<file path="config.mk">
export PLATFORM = sky130hd
export DESIGN_NAME = fifo_stim_gen
export DESIGN_NICKNAME = d
export VERILOG_FILES = /design/src/rtl/fifo_stim_gen.sv
export SDC_FILE = /design/constraint.sdc
export NUM_CORES = 1
export LEC_CHECK = 0
export ABC_AREA = 1
export CORE_MARGIN = 8
export CORE_UTILIZATION = 30
export CTS_BUF_LIST = sky130_fd_sc_hd__clkbuf_2
export CTS_CLUSTER_SIZE = 24
export DETAILED_ROUTE_END_ITERATION = 10
export GPL_ROUTABILITY_DRIVEN = 0
export SETUP_SLACK_MARGIN = 0.02
export SLEW_MARGIN = 40
export SYNTH_ARGS = -nofsm -noshare
export SYNTH_HDL_FRONTEND = slang
export SYNTH_SLANG_ARGS = --single-unit
</file>
<file path="constraint.sdc">
create_clock -name clk -period 1.65 [get_ports clk]
set_input_delay 0.2475 -clock clk [delete_from_list [all_inputs] [get_ports clk]]
set_output_delay 0.2475 -clock clk [all_outputs]
set_load 0.01 [all_outputs]
</file>
<file path="src/rtl/fifo_stim_gen.sv">
// fifo_stim_gen: synthesizable FIFO write-port stimulus generator.
// Writes a block of len words into a FIFO write port and respects full.
// Write attempts are throttled by a 16-bit rate LFSR. Data comes from one of
// four internal pattern generators. The block is controlled by a
// start/busy/done handshake and can be cut short by abort.
//
// Handshake: a word is transferred on every rising edge where wren=1. wren is
// (state==RUN) && rate_pass && !full. It is combinational in full, so a FIFO
// that reports full in a given cycle never sees a write in that cycle. dout is
// valid whenever wren is high. Otherwise it holds the next word to be written.

module fifo_stim_gen #(
    parameter int          WIDTH     = 32,
    parameter int          LEN_W     = 10,
    parameter int          RATE_W    = 8,
    parameter logic [15:0] LFSR_SEED = 16'hACE1
) (
    input  logic              clk,
    input  logic              rst_n,
    input  logic              start,
    input  logic              abort,
    input  logic [1:0]        mode,
    input  logic [LEN_W-1:0]  len,
    input  logic [RATE_W:0]   rate,
    input  logic [31:0]       seed,
    output logic [WIDTH-1:0]  dout,
    output logic              wren,
    input  logic              full,
    output logic              busy,
    output logic              done,
    output logic [LEN_W-1:0]  count
);

    // FSM encoding; state is observable via busy/done and the state signal
    localparam logic [1:0] ST_IDLE = 2'd0;
    localparam logic [1:0] ST_RUN  = 2'd1;
    localparam logic [1:0] ST_DONE = 2'd2;

    localparam logic [1:0] MODE_INC  = 2'd0;
    localparam logic [1:0] MODE_RAND = 2'd1;
    localparam logic [1:0] MODE_WALK = 2'd2;
    localparam logic [1:0] MODE_ALT  = 2'd3;

    // Right-shifting Galois form of x^32+x^22+x^2+x+1
    localparam logic [31:0] GALOIS_TAPS = 32'h8020_0003;

    logic [1:0]        state;
    logic [1:0]        state_d;
    logic [1:0]        mode_q;
    logic [LEN_W-1:0]  len_q;
    logic [RATE_W:0]   rate_q;
    logic [LEN_W-1:0]  count_q;
    logic [31:0]       data_q;
    logic [WIDTH-1:0]  walk_q;
    logic [15:0]       lfsr_q;

    logic              in_idle;
    logic              in_run;
    logic              launch;
    logic              rate_pass;
    logic              last_write;
    logic              lfsr_fb;
    logic [15:0]       lfsr_next;
    logic [31:0]       galois_next;
    logic [31:0]       data_next;
    logic [31:0]       seed_word;
    logic [WIDTH-1:0]  walk_next;
    logic [WIDTH-1:0]  rep_word;

    assign in_idle = (state == ST_IDLE);
    assign in_run  = (state == ST_RUN);
    // start is only honoured in IDLE. It wins over a coincident abort there
    // because abort is only looked at in RUN.
    assign launch  = in_idle && start;

    // Throttle decision: low RATE_W LFSR bits compared against the rate.
    // rate = 2^RATE_W therefore always passes, rate = 0 never does.
    assign rate_pass = ({1'b0, lfsr_q[RATE_W-1:0]} < rate_q);

    assign wren = in_run && rate_pass && !full;

    // This write makes count equal to len. The extra bit keeps the
    // maximum-length block from wrapping.
    assign last_write = wren &&
        (({1'b0, count_q} + (LEN_W+1)'(1)) == {1'b0, len_q});

    // Fibonacci rate LFSR, taps 16/14/13/11
    assign lfsr_fb   = lfsr_q[0] ^ lfsr_q[2] ^ lfsr_q[3] ^ lfsr_q[5];
    assign lfsr_next = {lfsr_fb, lfsr_q[15:1]};

    // Galois data LFSR step
    assign galois_next = {1'b0, data_q[31:1]} ^ (data_q[0] ? GALOIS_TAPS : 32'd0);

    // The all-zero state would lock the Galois LFSR, so seed 0 becomes 1 in mode 1
    assign seed_word = ((mode == MODE_RAND) && (seed == 32'd0)) ? 32'd1 : seed;

    // Rotate-left by one. For WIDTH=1 this keeps the single bit set.
    assign walk_next = (walk_q << 1) | (walk_q >> (WIDTH-1));

    // Advance of the 32-bit data register for the current pattern
    always_comb begin
        data_next = data_q;
        case (mode_q)
            MODE_INC:  data_next = data_q + 32'd1;
            MODE_RAND: data_next = galois_next;
            MODE_ALT:  data_next = ~data_q;
            default:   data_next = data_q;
        endcase
    end

    // Replicate the 32-bit data register across wide outputs, or truncate it for narrow ones
    for (genvar gi = 0; gi < WIDTH; gi++) begin : g_rep
        assign rep_word[gi] = data_q[gi % 32];
    end

    // The walking-one pattern uses its own WIDTH-bit register so that it spans the full word
    assign dout  = (mode_q == MODE_WALK) ? walk_q : rep_word;
    assign busy  = in_run;
    assign done  = (state == ST_DONE);
    assign count = count_q;

    // Next-state logic: abort beats completion in RUN, DONE lasts one cycle
    always_comb begin
        state_d = state;
        case (state)
            ST_IDLE: begin
                if (start) begin
                    state_d = (len == '0) ? ST_DONE : ST_RUN;
                end
            end
            ST_RUN: begin
                if (abort) begin
                    state_d = ST_IDLE;
                end else if (last_write) begin
                    state_d = ST_DONE;
                end
            end
            ST_DONE: state_d = ST_IDLE;
            default: state_d = ST_IDLE;
        endcase
    end

    // State register
    always_ff @(posedge clk or negedge rst_n) begin
        if (!rst_n) begin
            state <= ST_IDLE;
        end else begin
            state <= state_d;
        end
    end

    // Block configuration, captured once at launch and held for the block
    always_ff @(posedge clk or negedge rst_n) begin
        if (!rst_n) begin
            mode_q <= MODE_INC;
            len_q  <= '0;
            rate_q <= '0;
        end else if (launch) begin
            mode_q <= mode;
            len_q  <= len;
            rate_q <= rate;
        end
    end

    // Accepted-word counter: cleared at launch and kept after the block ends or is aborted
    always_ff @(posedge clk or negedge rst_n) begin
        if (!rst_n) begin
            count_q <= '0;
        end else if (launch) begin
            count_q <= '0;
        end else if (wren) begin
            count_q <= count_q + LEN_W'(1);
        end
    end

    // Pattern registers: seeded at launch, advanced only on an accepted write
    always_ff @(posedge clk or negedge rst_n) begin
        if (!rst_n) begin
            data_q <= '0;
            walk_q <= '0;
        end else if (launch) begin
            data_q <= seed_word;
            walk_q <= WIDTH'(1);
        end else if (wren) begin
            data_q <= data_next;
            walk_q <= walk_next;
        end
    end

    // Rate LFSR: advances on every RUN cycle, whether or not a write is accepted
    always_ff @(posedge clk or negedge rst_n) begin
        if (!rst_n) begin
            lfsr_q <= LFSR_SEED;
        end else if (in_run) begin
            lfsr_q <= lfsr_next;
        end
    end

endmodule

</file>
Yosys cells after proc, flatten, opt, wreduce, memory -nomap -nowiden
Cells that the tools add are included.
{"block": "totals", "reg_bits": 113, "inputBits": 58, "wordCells": 56}
{"block": "classes", "addsub": 3, "n_lt_le_gt_ge": 1, "eq_ne": 9, "mux": 15, "bitwise": 6, "reduce_logical": 14}
{"op": "32-bit 2-to-1 mux", "count": 7}
{"op": "32-bit case mux with 3 select lines", "count": 1}
{"op": "32-bit by 1-bit adder with 32-bit output, second input constant", "count": 1}
{"op": "32-bit logical NOT", "count": 1}
{"op": "32-bit inverter", "count": 1}
{"op": "32-bit by 1-bit bitwise OR with 32-bit output", "count": 1}
{"op": "31-bit by 32-bit bitwise XOR with 32-bit output", "count": 1}
{"op": "10-bit 2-to-1 mux", "count": 2}
{"op": "10-bit by 1-bit adder with 11-bit output, second input constant", "count": 1}
{"op": "11-bit by 10-bit == test with 1-bit output", "count": 1}
{"op": "10-bit by 1-bit adder with 10-bit output, second input constant", "count": 1}
{"op": "10-bit logical NOT", "count": 1}
{"op": "8-bit by 9-bit less-than comparator with 1-bit output", "count": 1}
{"op": "2-bit 2-to-1 mux", "count": 4}
{"op": "2-bit by 1-bit == test with 1-bit output, second input constant", "count": 3}
{"op": "2-bit == test, second input constant", "count": 3}
{"op": "1-bit logical AND", "count": 5}
{"op": "2-bit logical NOT", "count": 2}
{"op": "2-bit case mux with 2 select lines", "count": 1}
{"op": "2-bit AND reduction", "count": 2}
{"op": "4-bit nonzero test", "count": 1}
{"op": "3-bit by 2-bit != test with 1-bit output, second input constant", "count": 1}
{"op": "1-bit bitwise XOR", "count": 3}
{"op": "2-bit != test, second input constant", "count": 1}
{"op": "other kinds (2)", "count": 2}

Depth between registers and ports, before layout
Gate-level depths: netlist of run 1.
{"block": "logic_depth", "depth_word": 7, "depth_mapped": 14, "depth_no_buf": 13}

Worst setup path after synthesis of run 1
Ideal clock, no wire load.
{"block": "synth_path", "kind": "register -> register", "from": "reg lfsr_q[6]", "to": "reg data_q[12]", "setup_ps": 121, "arrival_time_ps": 1693, "t_required_ps": 1529, "path_slack_ps": -164, "path_stages_with_launch": 13, "period_less_slack_ps": 1814, "path_cell_list": "dfstp_2 > ha_1 > nand2_1 > nand2_1 > nand2_1 > nand2_1 > a21oi_2 > nand4_4 > nand2_2 > nand2_2 > buf_4 > nand2_1 > o21ai_1"}
{"block": "synth_between", "elab_chain_len": 5}
{"element": "start, declared", "line_no": "55", "source": "logic [15:0] lfsr_q;"}
{"element": "start signal, assigned", "line_no": "195", "source": "lfsr_q <= lfsr_next;"}
{"element": "8-bit by 9-bit less-than comparator with 1-bit output", "line_no": "78", "source": "assign rate_pass = ({1'b0, lfsr_q[RATE_W-1:0]} < rate_q);"}
{"element": "1-bit logical AND (2 in series)", "line_no": "80", "source": "assign wren = in_run && rate_pass && !full;"}
{"element": "2-bit nonzero test (no line)"}
{"element": "2-bit AND reduction (no line)"}
{"element": "end signal, assigned", "line_no": "182", "source": "data_q <= seed_word;"}
{"element": "end signal, assigned", "line_no": "185", "source": "data_q <= data_next;"}
{"element": "end, declared", "line_no": "53", "source": "logic [31:0] data_q;"}
Every way passes these cells.
A chain may end at the register's enable or synchronous reset.

Final worst setup path of run 1
{"block": "layout_path", "from": "reg lfsr_q[6]", "to": "out wren"}
{"block": "layout_between", "elab_chain_len": 3}
{"element": "8-bit by 9-bit less-than comparator with 1-bit output", "line_no": "78"}
{"element": "1-bit logical AND (2 in series)", "line_no": "80"}
{"element": "end, declared", "line_no": "27", "source": "output logic wren,"}
Every way passes these cells.

==> flow_results.xml, run 1 <==
<?xml version="1.0" encoding="UTF-8"?>
<metrics>
  <group name="route">
    <metric name="postRouteWirelength" unit="mm">24.1</metric>
    <metric name="route.detailed.wl_per_inst" unit="um">15.2</metric>
    <metric name="drcViolationCount" unit="">0</metric>
    <metric name="drtPass1Iterations" unit="">5</metric>
    <metric name="routed-via-count" unit="">7480</metric>
    <metric name="routed_via_density" unit="">4.72</metric>
    <metric name="drt-initial-drc-count" unit="">521</metric>
    <metric name="detail-route-antenna-nets" unit="">0</metric>
  </group>
  <group name="yosys">
    <metric name="synth-async-reset-ratio" unit="%">100</metric>
    <metric name="yosys.area.top_type" unit="">dfrtp_1</metric>
    <metric name="number_of_cells_produced_by_synthesis" unit="">995</metric>
    <metric name="synth-edff-count" unit="">0</metric>
    <metric name="avgSynthCellArea" unit="um^2">7.02</metric>
    <metric name="post_synth_top_area_share" unit="%">37.6</metric>
    <metric name="share_of_the_yosys_chip_area_belonging_to_registers" unit="%">40.6</metric>
    <metric name="synthesis.area" unit="mm^2">0.00698</metric>
    <metric name="ys_types" unit="">38</metric>
    <metric name="count_of_synthesis_stage_warnings_from_yosys" unit="">0</metric>
    <metric name="post_synth_main_area_contributors" unit="">dfrtp_1 (38%), nand2_1 (19%), inv_1 (6.8%)</metric>
    <metric name="synth-seq-cells" unit="">113</metric>
    <metric name="synth.net_count" unit="">1062</metric>
    <metric name="synth_top_flop_cell" unit="">dfrtp_1</metric>
  </group>
  <group name="power_and_ir_drop">
    <metric name="seq_power_share" unit="%">25.5</metric>
    <metric name="power_switching" unit="W">0.00711</metric>
    <metric name="power.share.clock" unit="%">13.3</metric>
    <metric name="power.share.combinational" unit="%">61.3</metric>
    <metric name="netSwitchingFraction" unit="%">44.3</metric>
    <metric name="p_per_area" unit="mW/mm^2">1540</metric>
    <metric name="peakVddDrop" unit="uV">724</metric>
    <metric name="total_leakage_power" unit="nW">4.99</metric>
    <metric name="power.internal" unit="W">0.00895</metric>
  </group>
  <group name="finish">
    <metric name="area_growth_syn_to_layout" unit="%">49.6</metric>
    <metric name="insertedDiodeCount" unit="">0</metric>
    <metric name="share_of_post_route_cells_with_drive_strength_above_1" unit="%">28.1</metric>
    <metric name="multi_input_area" unit="mm^2">0.00377</metric>
    <metric name="seqCellArea" unit="mm^2">0.00284</metric>
    <metric name="final_net_count" unit="">1321</metric>
    <metric name="final_area" unit="mm^2">0.0104</metric>
    <metric name="n_fill_cell" unit="">2326</metric>
  </group>
  <group name="cts">
    <metric name="ctsRootBufferMaster" unit="">clkbuf_2</metric>
    <metric name="cts_buffers" unit="">17</metric>
    <metric name="worst_skew_pair.late_latency" unit="ns">0.70</metric>
    <metric name="cts.clk_slew.worst_paths" unit="ns">0.22</metric>
    <metric name="ctsLongestPathBuffers" unit="">2</metric>
    <metric name="cts_tree" unit="">built</metric>
    <metric name="cts_max_level" unit="">4</metric>
    <metric name="numClockSinks" unit="">113</metric>
  </group>
  <group name="grt">
    <metric name="grt_max_degree" unit="">114</metric>
    <metric name="globalRoute.totalOverflow" unit="">0</metric>
    <metric name="global_route_usage_sum" unit="%">16.9</metric>
    <metric name="grt_pass1_wl" unit="mm">38.5</metric>
    <metric name="number_of_antenna_violations_at_the_first_check_in_global_routing" unit="">0</metric>
    <metric name="grt_pass1_vias" unit="">7317</metric>
  </group>
  <group name="timing">
    <metric name="rsz0062_at_grt" unit="">true</metric>
    <metric name="slew_headroom" unit="%">56.7</metric>
    <metric name="drv_slew" unit="">0</metric>
    <metric name="timing_worst_slew_pin_value" unit="ns">0.650</metric>
    <metric name="hold_viol_final" unit="">0</metric>
    <metric name="max_freq" unit="MHz">415</metric>
    <metric name="setup_tns" unit="ns">-52.45</metric>
    <metric name="final.setup_skew" unit="ns">0.0312</metric>
    <metric name="finalSetupViolations" unit="">110</metric>
    <metric name="period_share" unit="%">146</metric>
    <metric name="final.min_clock_period" unit="ns">2.41</metric>
    <metric name="final_critical_path_setup_slack" unit="ns">-0.759</metric>
  </group>
  <group name="floorplan">
    <metric name="boundaryPins" unit="">103</metric>
    <metric name="effective_utilization_at_floorplan" unit="%">30.1</metric>
    <metric name="fp.dieArea" unit="mm^2">0.0284</metric>
    <metric name="row_count" unit="">56</metric>
    <metric name="die_height" unit="um">169</metric>
    <metric name="die_wd" unit="um">169</metric>
    <metric name="floorplan.core_area" unit="mm^2">0.0232</metric>
  </group>
  <group name="critical_path">
    <metric name="endpoint_class_of_the_critical_path" unit="">output pin</metric>
    <metric name="critPathLaunchType" unit="">flip-flop</metric>
    <metric name="setup.worst_path.class" unit="">flip-flop to output pin</metric>
    <metric name="arrival" unit="ns">2.16</metric>
    <metric name="critical_path.startpoint" unit="">lfsr_q[6]$_DFFE_PN1P_</metric>
    <metric name="timing.critical_path.required" unit="ns">1.40</metric>
    <metric name="worstReg2RegStart" unit="">lfsr_q[6]$_DFFE_PN1P_</metric>
    <metric name="critPathMaxFanout" unit="">2</metric>
  </group>
  <group name="hold_path">
    <metric name="hold_path.startpoint" unit="">rate[0]</metric>
    <metric name="hold_wc_path_type" unit="">input pin to flip-flop</metric>
  </group>
  <group name="placed_design">
    <metric name="placement.io_buffers" unit="">102</metric>
    <metric name="detailedPlacementHpwl" unit="mm">17.2</metric>
    <metric name="placed_area" unit="mm^2">0.00944</metric>
    <metric name="preCtsSetupSlack" unit="ns">-0.550</metric>
  </group>
  <group name="run_status">
    <metric name="outcome" unit="">complete, but fails checks</metric>
    <metric name="failed_checks" unit="">setup timing</metric>
  </group>
  <group name="run">
    <metric name="maxCapViolCount" unit="">0</metric>
  </group>
</metrics>
==> flip-flops by register name (all words and copies together) (netlist names) <==
name,cells
data_q,32
walk_q,32
lfsr_q,16
count,10
len_q,10
rate_q,9
mode_q,2
state,2
==> cell usage after synthesis, types with 3 or more instances <==
library cell / count
nor2_4: 6
a221oi_1: 22
nor4_1: 3
buf_4: 5
o21ai_1: 14
nor3_1: 3
clkbuf_1: 9
o211ai_1: 3
o21ai_0: 78
nand4_1: 4
dfrtp_1: 105
inv_2: 6
inv_1: 127
buf_2: 19
o22ai_1: 43
buf_1: 7
dfstp_2: 8
nor2_2: 5
ha_1: 9
nor2_1: 76
xor2_1: 21
nand2_2: 5
a22oi_1: 3
nand3_1: 44
a21oi_1: 11
nand2_1: 345
xnor2_1: 3
==> timing repair <==
action                                 CTS  global route
pin swaps                                2             9
endpoints found under the hold margin  113             0
setup endpoints to repair              121           126
buffers inserted                        23            16
gates resized for setup                294            74
hold buffers                             1             0
gates cloned                             4             3
==> worst max-delay path, stage by stage, from the launching register on <==
cell     delay (ns)
dfstp_2        0.60
ha_4           0.20
nand2_1        0.06
nand2_1        0.04
nand2_1        0.05
nand2_1        0.06
a21oi_2        0.14
nand4_4        0.11
inv_4          0.10
buf_6          0.10
==> through the flow <==
stage	utilization [%]	cells	total power (W)	hold slack [ns]
6_report	45.0	1586	0.0161	0.0777
3_5_place_dp	40.7	1519	0.0126	0.395
3_3_place_gp	40.7	1519	0.0125	0.394
2_1_floorplan	-	995	0.00848	-0.0481
4_1_cts	43.2	1576	0.0154	0.0233
5_1_grt	45.0	1586	0.0172	0.0173
==> cells in the final DEF, fill, tap and decap left out, types with 8 or more instances in the layout <==
master,instances
nor2_4,8
nor2_1,73
buf_6,46
buf_4,135
buf_2,21
a21oi_1,10
o21ai_1,24
clkbuf_2,17
nand2_2,28
a221oi_1,22
o21ai_2,15
o22ai_1,43
buf_12,12
nand2_1,314
dfrtp_1,104
inv_2,10
o21ai_0,46
clkdlybuf4s50_1,56
inv_1,122
nand3_1,44
o21ai_4,8
dfstp_2,8
xor2_1,21
==> power by group through the flow <==
| stage | combinational (W) | clock, W | sequential (W) |
|---|---|---|---|
| 2_1_floorplan | 0.00443 | 0 | 0.00406 |
| 4_1_cts | 0.00915 | 0.00218 | 0.00405 |
| 3_3_place_gp | 0.00842 | 0 | 0.00409 |
| 3_5_place_dp | 0.00851 | 0 | 0.00409 |
| 5_1_grt | 0.0107 | 0.00231 | 0.00419 |
| 6_report | 0.00984 | 0.00213 | 0.00409 |
==> logic make-up after synthesis <==
family | after synthesis | share of synthesized area, %
buffers and inverters | 175 | 10.1
DFF | 113 | 40.6
xor gates and xnor gates | 25 | 3.33
and+or+nand+nor | 495 | 29.2
AOI/OAI and AO/OA | 178 | 15.1
adders and majority gates | 9 | 1.61
==> routing by layer <==
| layer | wire length (um) | up-vias | global-route usage, % |
|---|---|---|---|
| li1 | - | 3723 | - |
| met1 | 10500 | 3502 | 21.9 |
| met2 | 11600 | 228 | 27.8 |
| met3 | 1490 | 27 | 4.05 |
| met4 | 473 | 0 | 4.50 |
| met5 | 0 | - | 0 |
==> worst paths after layout <==
check,end,slack (ns),cells after the start
setup reg to reg,data_q[22]$_DFFE_PN0P_,-0.51,12
hold reg to reg,lfsr_q[10]$_DFFE_PN1P_,0.47,2
hold / removal,rate_q[0]$_DFFE_PN0P_,0.08,3
max in group asynchronous,lfsr_q[14]$_DFFE_PN0P_,1.02,3
min in group asynchronous,len_q[2]$_DFFE_PN0P_,0.13,3
setup / recovery,wren,-0.76,9
==> cell type report <==
type                    instances  share of cell area (%)
inverters                     134                    4.84
clock buffers                  17                   0.815
well taps                     319                    3.82
clock inverters                15                    1.76
multi-input cells             707                    36.1
repair buffers                281                    25.5
flip-flops and latches        113                    27.2
Note: power is estimated with default switching activity, not from simulation.
==> run 2: changes to the inputs <==
--- a/config.mk
+++ b/config.mk
@@ -6,6 +6,7 @@
 export NUM_CORES = 1
 export LEC_CHECK = 0
 export ABC_AREA = 1
+export CAP_MARGIN = 20
 export CORE_MARGIN = 8
 export CORE_UTILIZATION = 30
 export CTS_BUF_LIST = sky130_fd_sc_hd__clkbuf_2
==> results of run 2 <==
The final DEF is identical to that of run 1; final timing and power are the same.
